### src/rtl/lsu_mem_ctrl.sv
// Load/store unit between MEM stage and data_mem: B/H/W loads with extension, sub-word stores via RMW.
// Latency: load/word/MMIO store 2 cycles, sub-word RAM store 3, error 1 (acceptance edge to resp_valid).
// Backpressure: req_ready high only in IDLE. Define LSU_MISALIGN_TRAP_EN to trap misaligned accesses.
module lsu_mem_ctrl #(
    parameter logic [15:0] MMIO_HI = 16'hFFFF
) (
    input  logic        clk,
    input  logic        rst,
    input  logic        req_valid,
    output logic        req_ready,
    input  logic        req_we,
    input  logic [2:0]  req_funct3,
    input  logic [31:0] req_addr,
    input  logic [31:0] req_wdata,
    output logic        resp_valid,
    output logic [31:0] resp_rdata,
    output logic        resp_err,
    output logic        memread,
    output logic        memwrite,
    output logic [31:0] mem_addr,
    output logic [31:0] mem_writedata,
    input  logic [31:0] mem_readdata
);

    typedef enum logic [2:0] {
        S_IDLE, S_LOAD, S_STORE, S_RMW_RD, S_RMW_WR, S_RESP
    } state_t;

    state_t      state_q, state_d;
    logic [31:0] addr_q, addr_d;
    logic [31:0] wdata_q, wdata_d;
    logic [2:0]  funct3_q, funct3_d;
    logic        req_ready_q, req_ready_d;
    logic        resp_valid_q, resp_valid_d;
    logic [31:0] resp_rdata_q, resp_rdata_d;
    logic        resp_err_q, resp_err_d;
    logic        memread_q, memread_d;
    logic        memwrite_q, memwrite_d;
    logic [31:0] mem_addr_q, mem_addr_d;
    logic [31:0] mem_writedata_q, mem_writedata_d;

    logic        req_illegal;
    logic        req_err;
    logic        req_mmio;
    logic [31:0] eff_addr;
    logic [31:0] aligned_addr;
    logic [31:0] mmio_wdata;
    logic [4:0]  lane_shamt;
    logic [31:0] rd_shifted;
    logic [7:0]  ld_byte;
    logic [15:0] ld_half;
    logic [31:0] load_ext;
    logic [31:0] lane_mask;
    logic [31:0] lane_data;
    logic [31:0] merged;

    // Request decode: legality, alignment handling and region.
    always_comb begin
        req_illegal = (req_funct3 == 3'b011) || (req_funct3 == 3'b110) ||
                      (req_funct3 == 3'b111) || (req_we && req_funct3[2]);
`ifdef LSU_MISALIGN_TRAP_EN
        eff_addr = req_addr;
        req_err  = req_illegal ||
                   ((req_funct3[1:0] == 2'b01) && req_addr[0]) ||
                   ((req_funct3[1:0] == 2'b10) && (req_addr[1:0] != 2'b00));
`else
        req_err = req_illegal;
        case (req_funct3[1:0])
            2'b01:   eff_addr = {req_addr[31:1], 1'b0};
            2'b10:   eff_addr = {req_addr[31:2], 2'b00};
            default: eff_addr = req_addr;
        endcase
`endif
        aligned_addr = {eff_addr[31:2], 2'b00};
        req_mmio     = (eff_addr[31:16] == MMIO_HI);
        case (req_funct3[1:0])
            2'b00:   mmio_wdata = {24'b0, req_wdata[7:0]};
            2'b01:   mmio_wdata = {16'b0, req_wdata[15:0]};
            default: mmio_wdata = req_wdata;
        endcase
    end

    // Lane extraction for loads and lane merge for read-modify-write.
    always_comb begin
        lane_shamt = {addr_q[1:0], 3'b000};
        rd_shifted = mem_readdata >> lane_shamt;
        ld_byte    = rd_shifted[7:0];
        ld_half    = addr_q[1] ? mem_readdata[31:16] : mem_readdata[15:0];
        case (funct3_q[1:0])
            2'b00:   load_ext = {{24{~funct3_q[2] & ld_byte[7]}}, ld_byte};
            2'b01:   load_ext = {{16{~funct3_q[2] & ld_half[15]}}, ld_half};
            default: load_ext = mem_readdata;
        endcase
        if (funct3_q[1:0] == 2'b01) begin
            lane_mask = 32'h0000_FFFF << {addr_q[1], 4'b0000};
            lane_data = {16'b0, wdata_q[15:0]} << {addr_q[1], 4'b0000};
        end else begin
            lane_mask = 32'h0000_00FF << lane_shamt;
            lane_data = {24'b0, wdata_q[7:0]} << lane_shamt;
        end
        merged = (mem_readdata & ~lane_mask) | lane_data;
    end

    always_comb begin
        state_d         = state_q;
        addr_d          = addr_q;
        wdata_d         = wdata_q;
        funct3_d        = funct3_q;
        req_ready_d     = 1'b0;
        resp_valid_d    = 1'b0;
        resp_rdata_d    = 32'b0;
        resp_err_d      = 1'b0;
        memread_d       = 1'b0;
        memwrite_d      = 1'b0;
        mem_addr_d      = mem_addr_q;
        mem_writedata_d = mem_writedata_q;
        case (state_q)
            S_IDLE: begin
                req_ready_d = 1'b1;
                if (req_valid && req_ready_q) begin
                    addr_d      = eff_addr;
                    wdata_d     = req_wdata;
                    funct3_d    = req_funct3;
                    req_ready_d = 1'b0;
                    if (req_err) begin
                        state_d      = S_RESP;
                        resp_valid_d = 1'b1;
                        resp_err_d   = 1'b1;
                    end else if (!req_we) begin
                        state_d    = S_LOAD;
                        memread_d  = 1'b1;
                        mem_addr_d = aligned_addr;
                    end else if (req_mmio || (req_funct3[1:0] == 2'b10)) begin
                        // MMIO stores go out unshifted with the full address; no RMW.
                        state_d         = S_STORE;
                        memwrite_d      = 1'b1;
                        mem_addr_d      = req_mmio ? eff_addr : aligned_addr;
                        mem_writedata_d = req_mmio ? mmio_wdata : req_wdata;
                    end else begin
                        state_d    = S_RMW_RD;
                        memread_d  = 1'b1;
                        mem_addr_d = aligned_addr;
                    end
                end
            end
            S_LOAD: begin
                state_d      = S_RESP;
                resp_valid_d = 1'b1;
                resp_rdata_d = load_ext;
            end
            S_STORE: begin
                state_d      = S_RESP;
                resp_valid_d = 1'b1;
            end
            S_RMW_RD: begin
                state_d         = S_RMW_WR;
                memwrite_d      = 1'b1;
                mem_writedata_d = merged;
            end
            S_RMW_WR: begin
                state_d      = S_RESP;
                resp_valid_d = 1'b1;
            end
            S_RESP: begin
                state_d     = S_IDLE;
                req_ready_d = 1'b1;
            end
            default: begin
                state_d     = S_IDLE;
                req_ready_d = 1'b1;
            end
        endcase
    end

    always_ff @(posedge clk) begin
        if (rst) begin
            state_q         <= S_IDLE;
            addr_q          <= 32'b0;
            wdata_q         <= 32'b0;
            funct3_q        <= 3'b0;
            req_ready_q     <= 1'b1;
            resp_valid_q    <= 1'b0;
            resp_rdata_q    <= 32'b0;
            resp_err_q      <= 1'b0;
            memread_q       <= 1'b0;
            memwrite_q      <= 1'b0;
            mem_addr_q      <= 32'b0;
            mem_writedata_q <= 32'b0;
        end else begin
            state_q         <= state_d;
            addr_q          <= addr_d;
            wdata_q         <= wdata_d;
            funct3_q        <= funct3_d;
            req_ready_q     <= req_ready_d;
            resp_valid_q    <= resp_valid_d;
            resp_rdata_q    <= resp_rdata_d;
            resp_err_q      <= resp_err_d;
            memread_q       <= memread_d;
            memwrite_q      <= memwrite_d;
            mem_addr_q      <= mem_addr_d;
            mem_writedata_q <= mem_writedata_d;
        end
    end

    assign req_ready     = req_ready_q;
    assign resp_valid    = resp_valid_q;
    assign resp_rdata    = resp_rdata_q;
    assign resp_err      = resp_err_q;
    assign memread       = memread_q;
    assign memwrite      = memwrite_q;
    assign mem_addr      = mem_addr_q;
    assign mem_writedata = mem_writedata_q;

endmodule

### config.mk
export PLATFORM = sky130hd
export DESIGN_NAME = lsu_mem_ctrl
export DESIGN_NICKNAME = d
export VERILOG_FILES = /design/src/rtl/lsu_mem_ctrl.sv
export SDC_FILE = /design/constraint.sdc
export NUM_CORES = 1
export LEC_CHECK = 0
export BUFFER_PORTS_ARGS = -buffer_cell sky130_fd_sc_hd__buf_2
export CORE_ASPECT_RATIO = 0.6
export CORE_MARGIN = 2
export CORE_UTILIZATION = 45
export DETAILED_ROUTE_END_ITERATION = 10
export PLACE_DENSITY = 0.76
export SLEW_MARGIN = 10
export SYNTH_ARGS = -nofsm -noshare
export SYNTH_HDL_FRONTEND = slang
export SYNTH_SLANG_ARGS = --single-unit
### constraint.sdc
create_clock -name clk -period 4.2 [get_ports clk]
set_clock_uncertainty 0.1 [all_clocks]
set_input_delay 0.42 -clock clk [delete_from_list [all_inputs] [get_ports clk]]
set_output_delay 0.42 -clock clk [all_outputs]
set_load 0.03 [all_outputs]
==> summary.md <==
| Metric | Value |
|---|---|
| Area growth from synthesis to layout | `30.3%` |
| Type of the most critical hold path | `input pin to register` |
| Global router's overall resource usage | `26.8%` |
| Max IR drop VDD | `0.301 mV` |
| Residual DRC count | `0` |
| Fraction of final layout cells sized beyond drive strength 1 | `31.7%` |
| Placer Congestion | `0.921` |
| Cell types occupying the most area after synthesis | `sky130_fd_sc_hd__dfxtp_1, sky130_fd_sc_hd__nand2_1, sky130_fd_sc_hd__a21oi_1` |
| Detailed-routing iteration count for the pre-antenna-repair pass | `5` |
| Category of the critical setup timing path | `register to register` |
| EDFF count, synth | `0` |
| Remaining global-route overflow | `0` |
| Most used standard cells in the synthesized netlist | `sky130_fd_sc_hd__nand2_1, sky130_fd_sc_hd__dfxtp_1, sky130_fd_sc_hd__a21oi_1` |
| Die span in x | `147 um` |
| Initial core utilization | `46.1%` |
| Pins over their slew limit | `0` |
| Antenna diode instance count | `0` |
| Parity-gate share of the synthesized area counting xor and xnor cells | `0.158%` |
| Library cell occupying the most area in the post-synthesis netlist | `sky130_fd_sc_hd__dfxtp_1` |
| Worst Setup Start Kind | `register` |
| Worst-path cell with the longest stage delay | `sky130_fd_sc_hd__dfxtp_1` |
| Number of antenna violations at the first check in global routing | `0` |
| Number of top-level pins | `~200` |
| Crit. Startpoint | `funct3_q[1]` |
| Switching power share of the total | `30.2%` |
| Sequential Power Share | `39.6%` |
| Final hold vios | `0` |
| Post-Syn Area | `5560 um^2` |
| Switching power | `~1.0 mW` |
| Half-perimeter wire length after detailed placement | `approximately 13000 um` |
| CTS H-tree depth | `4` |
| Most instantiated flip-flop cell in the synthesis netlist | `sky130_fd_sc_hd__dfxtp_1` |
| Category of cells accounting for the largest share of critical-path delay | `flip-flops` |
| Setup TNS | `0 ns` |
| Multiplexer share of the synthesized area | `approximately 8.0%` |
| Int Power | `approximately 2.4 mW` |
| Simple-gate share of the synthesized area | `18.2%` |
| Sequential fraction of the synthesis area | `45.0%` |
| Number of hold-repair buffers added at the cts stage | `0` |
| Sequence of cells on the critical path | `nand2b_1 > a21o_1 > mux2_2 > a221oi_1 > nor3_1` |
| CP Capture Point | `mem_writedata[16]` |
| Setup repair after global routing missed its margin | `false` |
| Area share of the largest cell type after synthesis | `45.0%` |
| Clock net sink count | `125` |
| Crit path buffers/inverters | `0` |
| Final cycle utilization of the critical path | `around 72%` |
| Hold path depth | `2` |
| Mean instance size in the synthesized netlist | `between 8 and 9 um^2` |
| Port Buf Inserts | `203` |
| Maximum single-stage delay on the critical path | `about 0.95 ns` |
| Via density per instance | `5.57` |
| Comb pwr share | `around a fifth` |
| Adder-cell share of the synthesized area | `0.901%` |
| Reg-to-reg slack, setup | `1.17 ns` |
| Count of distinct cell types in the synthesized netlist | `47` |
| Buffer depth of the longest clock path | `2` |
| Std-Cell Rows | `31` |
| Std-Cell Core Area | `12100 um^2` |
| Remaining number of nets flagged by the antenna check after routing | `0` |
| Crit Reg-Reg Startpoint | `funct3_q[1]` |
| Clock edge transition at the registers on the reported setup and hold paths | `0.05 ns` |
| TritonCTS clock tree | `yes` |
| # nets final | `948` |
| Destination of the worst register-to-register timing path | `mem_writedata[16]` |
| Sum of routed wire length over all layers | `about 18000 um` |
| Slew of the pin with the lowest slew margin | `1.13 ns` |
| Routed len/inst | `approximately 18 um` |
| Syn Nets | `about 770` |
| DRT iter0 DRCs | `534` |
| Reported max-cap violation count | `0` |
| Tmin final | `3.03 ns` |
| Worst-Skew Late Latency | `0.41 ns` |
| Count of instances resized after the clock tree is built | `0` |
| Cells on worst reg2reg path | `5` |
| Number of warnings issued by yosys | `0` |
| Static Leakage | `3.24 nW` |
| Number of buffers inserted to repair setup after CTS | `0` |
| Final core utilization | `about 60%` |
| Total of flip-flops plus latches after synthesis | `about 130` |
| Via count of the first global-routing pass | `5157` |
| Syn Inst Count | `658` |
| Upper clock frequency limit | `0.330 GHz` |
| Vertical die dimension | `~90 um` |
| Root buffer cell | `sky130_fd_sc_hd__clkbuf_16` |
| Number of failing setup endpoints in the final timing report | `0` |
| Pin count of the biggest net entering global routing | `85` |
| Area of the die | `13300 um^2` |
| Logic depth of the worst path, buffers included | `5` |
| Clock buffers created by TritonCTS | `17` |
| Routed vias | `5675` |
| Normalized max-slew margin | `between 20% and 30%` |
| Synthesized-area fraction occupied by ao, oa, aoi and oai cells | `22.6%` |
| Power density over the cells | `466 nW/um^2` |
| Power share of the clock group | `a little over 40%` |
| Share of flip-flops with an asynchronous set or reset after synthesis | `0%` |
| Worst setup EP type | `register` |
| Worst endpoint data arrival time | `approximately 3.2 ns` |
| Worst-path maximum fanout | `32` |
| WP data required | `4.36 ns` |
| Largest family of logic cells by synthesized area | `compound AO/OA/AOI/OAI gates` |
| Status | `finished, final reports clean` |
| Most used standard cell by instance count after synthesis | `sky130_fd_sc_hd__nand2_1` |
| Wire length of the first global-routing pass | `approximately 28000 um` |
==> sequential cells by signal, summed over array words and instances (netlist names) <==
register	flops
resp_err	1
memwrite	1
wdata_q	16
resp_rdata	32
mem_addr	32
mem_writedata	32
resp_valid	1
funct3_q	3
state_q	3
req_ready	1
memread	1
addr_q	2
==> layout by cell type, fill, tap and decap left out, types with 16 or more instances in the layout <==
cell / netlist / routed
sky130_fd_sc_hd__inv_1: 21 / 21
sky130_fd_sc_hd__dfxtp_1: 125 / 125
sky130_fd_sc_hd__a221oi_1: 23 / 23
sky130_fd_sc_hd__mux2i_1: 16 / 16
sky130_fd_sc_hd__nor2_1: 41 / 40
sky130_fd_sc_hd__a21oi_1: 95 / 95
sky130_fd_sc_hd__clkbuf_16: 0 / 17
sky130_fd_sc_hd__nand2_1: 135 / 135
sky130_fd_sc_hd__buf_2: 16 / 203
sky130_fd_sc_hd__nor3_1: 19 / 18
==> through the flow <==
| stage | setup slack [ns] | std cells | instance area (um^2) | power [mW] | hold slack, ns |
|---|---|---|---|---|---|
| floorplan | 2.05 | 658 | 5560 | 1.77 | 0.336 |
| global placement | 1.30 | 987 | 6670 | 1.97 | 0.339 |
| detailed placement | 1.27 | 987 | 6670 | 1.98 | 0.343 |
| CTS | 1.24 | 1019 | 7240 | 3.38 | 0.126 |
| global route | 0.966 | 1019 | 7240 | 3.50 | 0.131 |
| finish | 1.17 | 1019 | 7240 | 3.37 | 0.133 |
==> worst min-delay path by stage <==
stage	start	to	slack (ns)
final	req_we	memread	0.13
after global routing	req_we	memread	0.13
after CTS	req_we	memread	0.13
after detailed placement	mem_addr[16]	mem_addr[16]	0.34
after global placement	mem_addr[23]	mem_addr[23]	0.34
after floorplan	wdata_q[10]	wdata_q[10]	0.34
==> per-layer routing <==
| layer | global-route usage [%] | share of wire [%] | vias up |
|---|---|---|---|
| li1 | - | - | 2703 |
| met1 | 39.0 | 46 | 2668 |
| met2 | 35.9 | 40 | 272 |
| met3 | 10.2 | 12 | 32 |
| met4 | 8.97 | 2.0 | 0 |
| met5 | 0 | 0 | - |
==> power by group through the flow <==
stage | clock [mW] | sequential, mW | combinational (mW)
2_1_floorplan | 0 | 1.45 | 0.319
3_3_place_gp | 0 | 1.36 | 0.619
6_report | 1.40 | 1.34 | 0.637
4_1_cts | 1.42 | 1.33 | 0.626
5_1_grt | 1.47 | 1.35 | 0.688
3_5_place_dp | 0 | 1.36 | 0.622
==> final cells by class <==
class / count / area [um^2]
multi-input combinational: 463 / 2790
timing repair buffer: 213 / 1090
inverter: 21 / 78.8
clock inverter: 10 / 88.8
tap: 165 / 206
sequential: 125 / 2500
fill: 1122 / 4820
clock buffer: 22 / 484
==> kinds of logic after synthesis <==
kind of cell | Yosys count
DFF | 125
xor gates and xnor gates | 1
and+or+nand+nor | 233
muxes | 33
AOI/OAI and AO/OA | 192
adders and majority gates | 4
buffers and inverters | 70
Note: power is estimated with default switching activity, not from simulation.
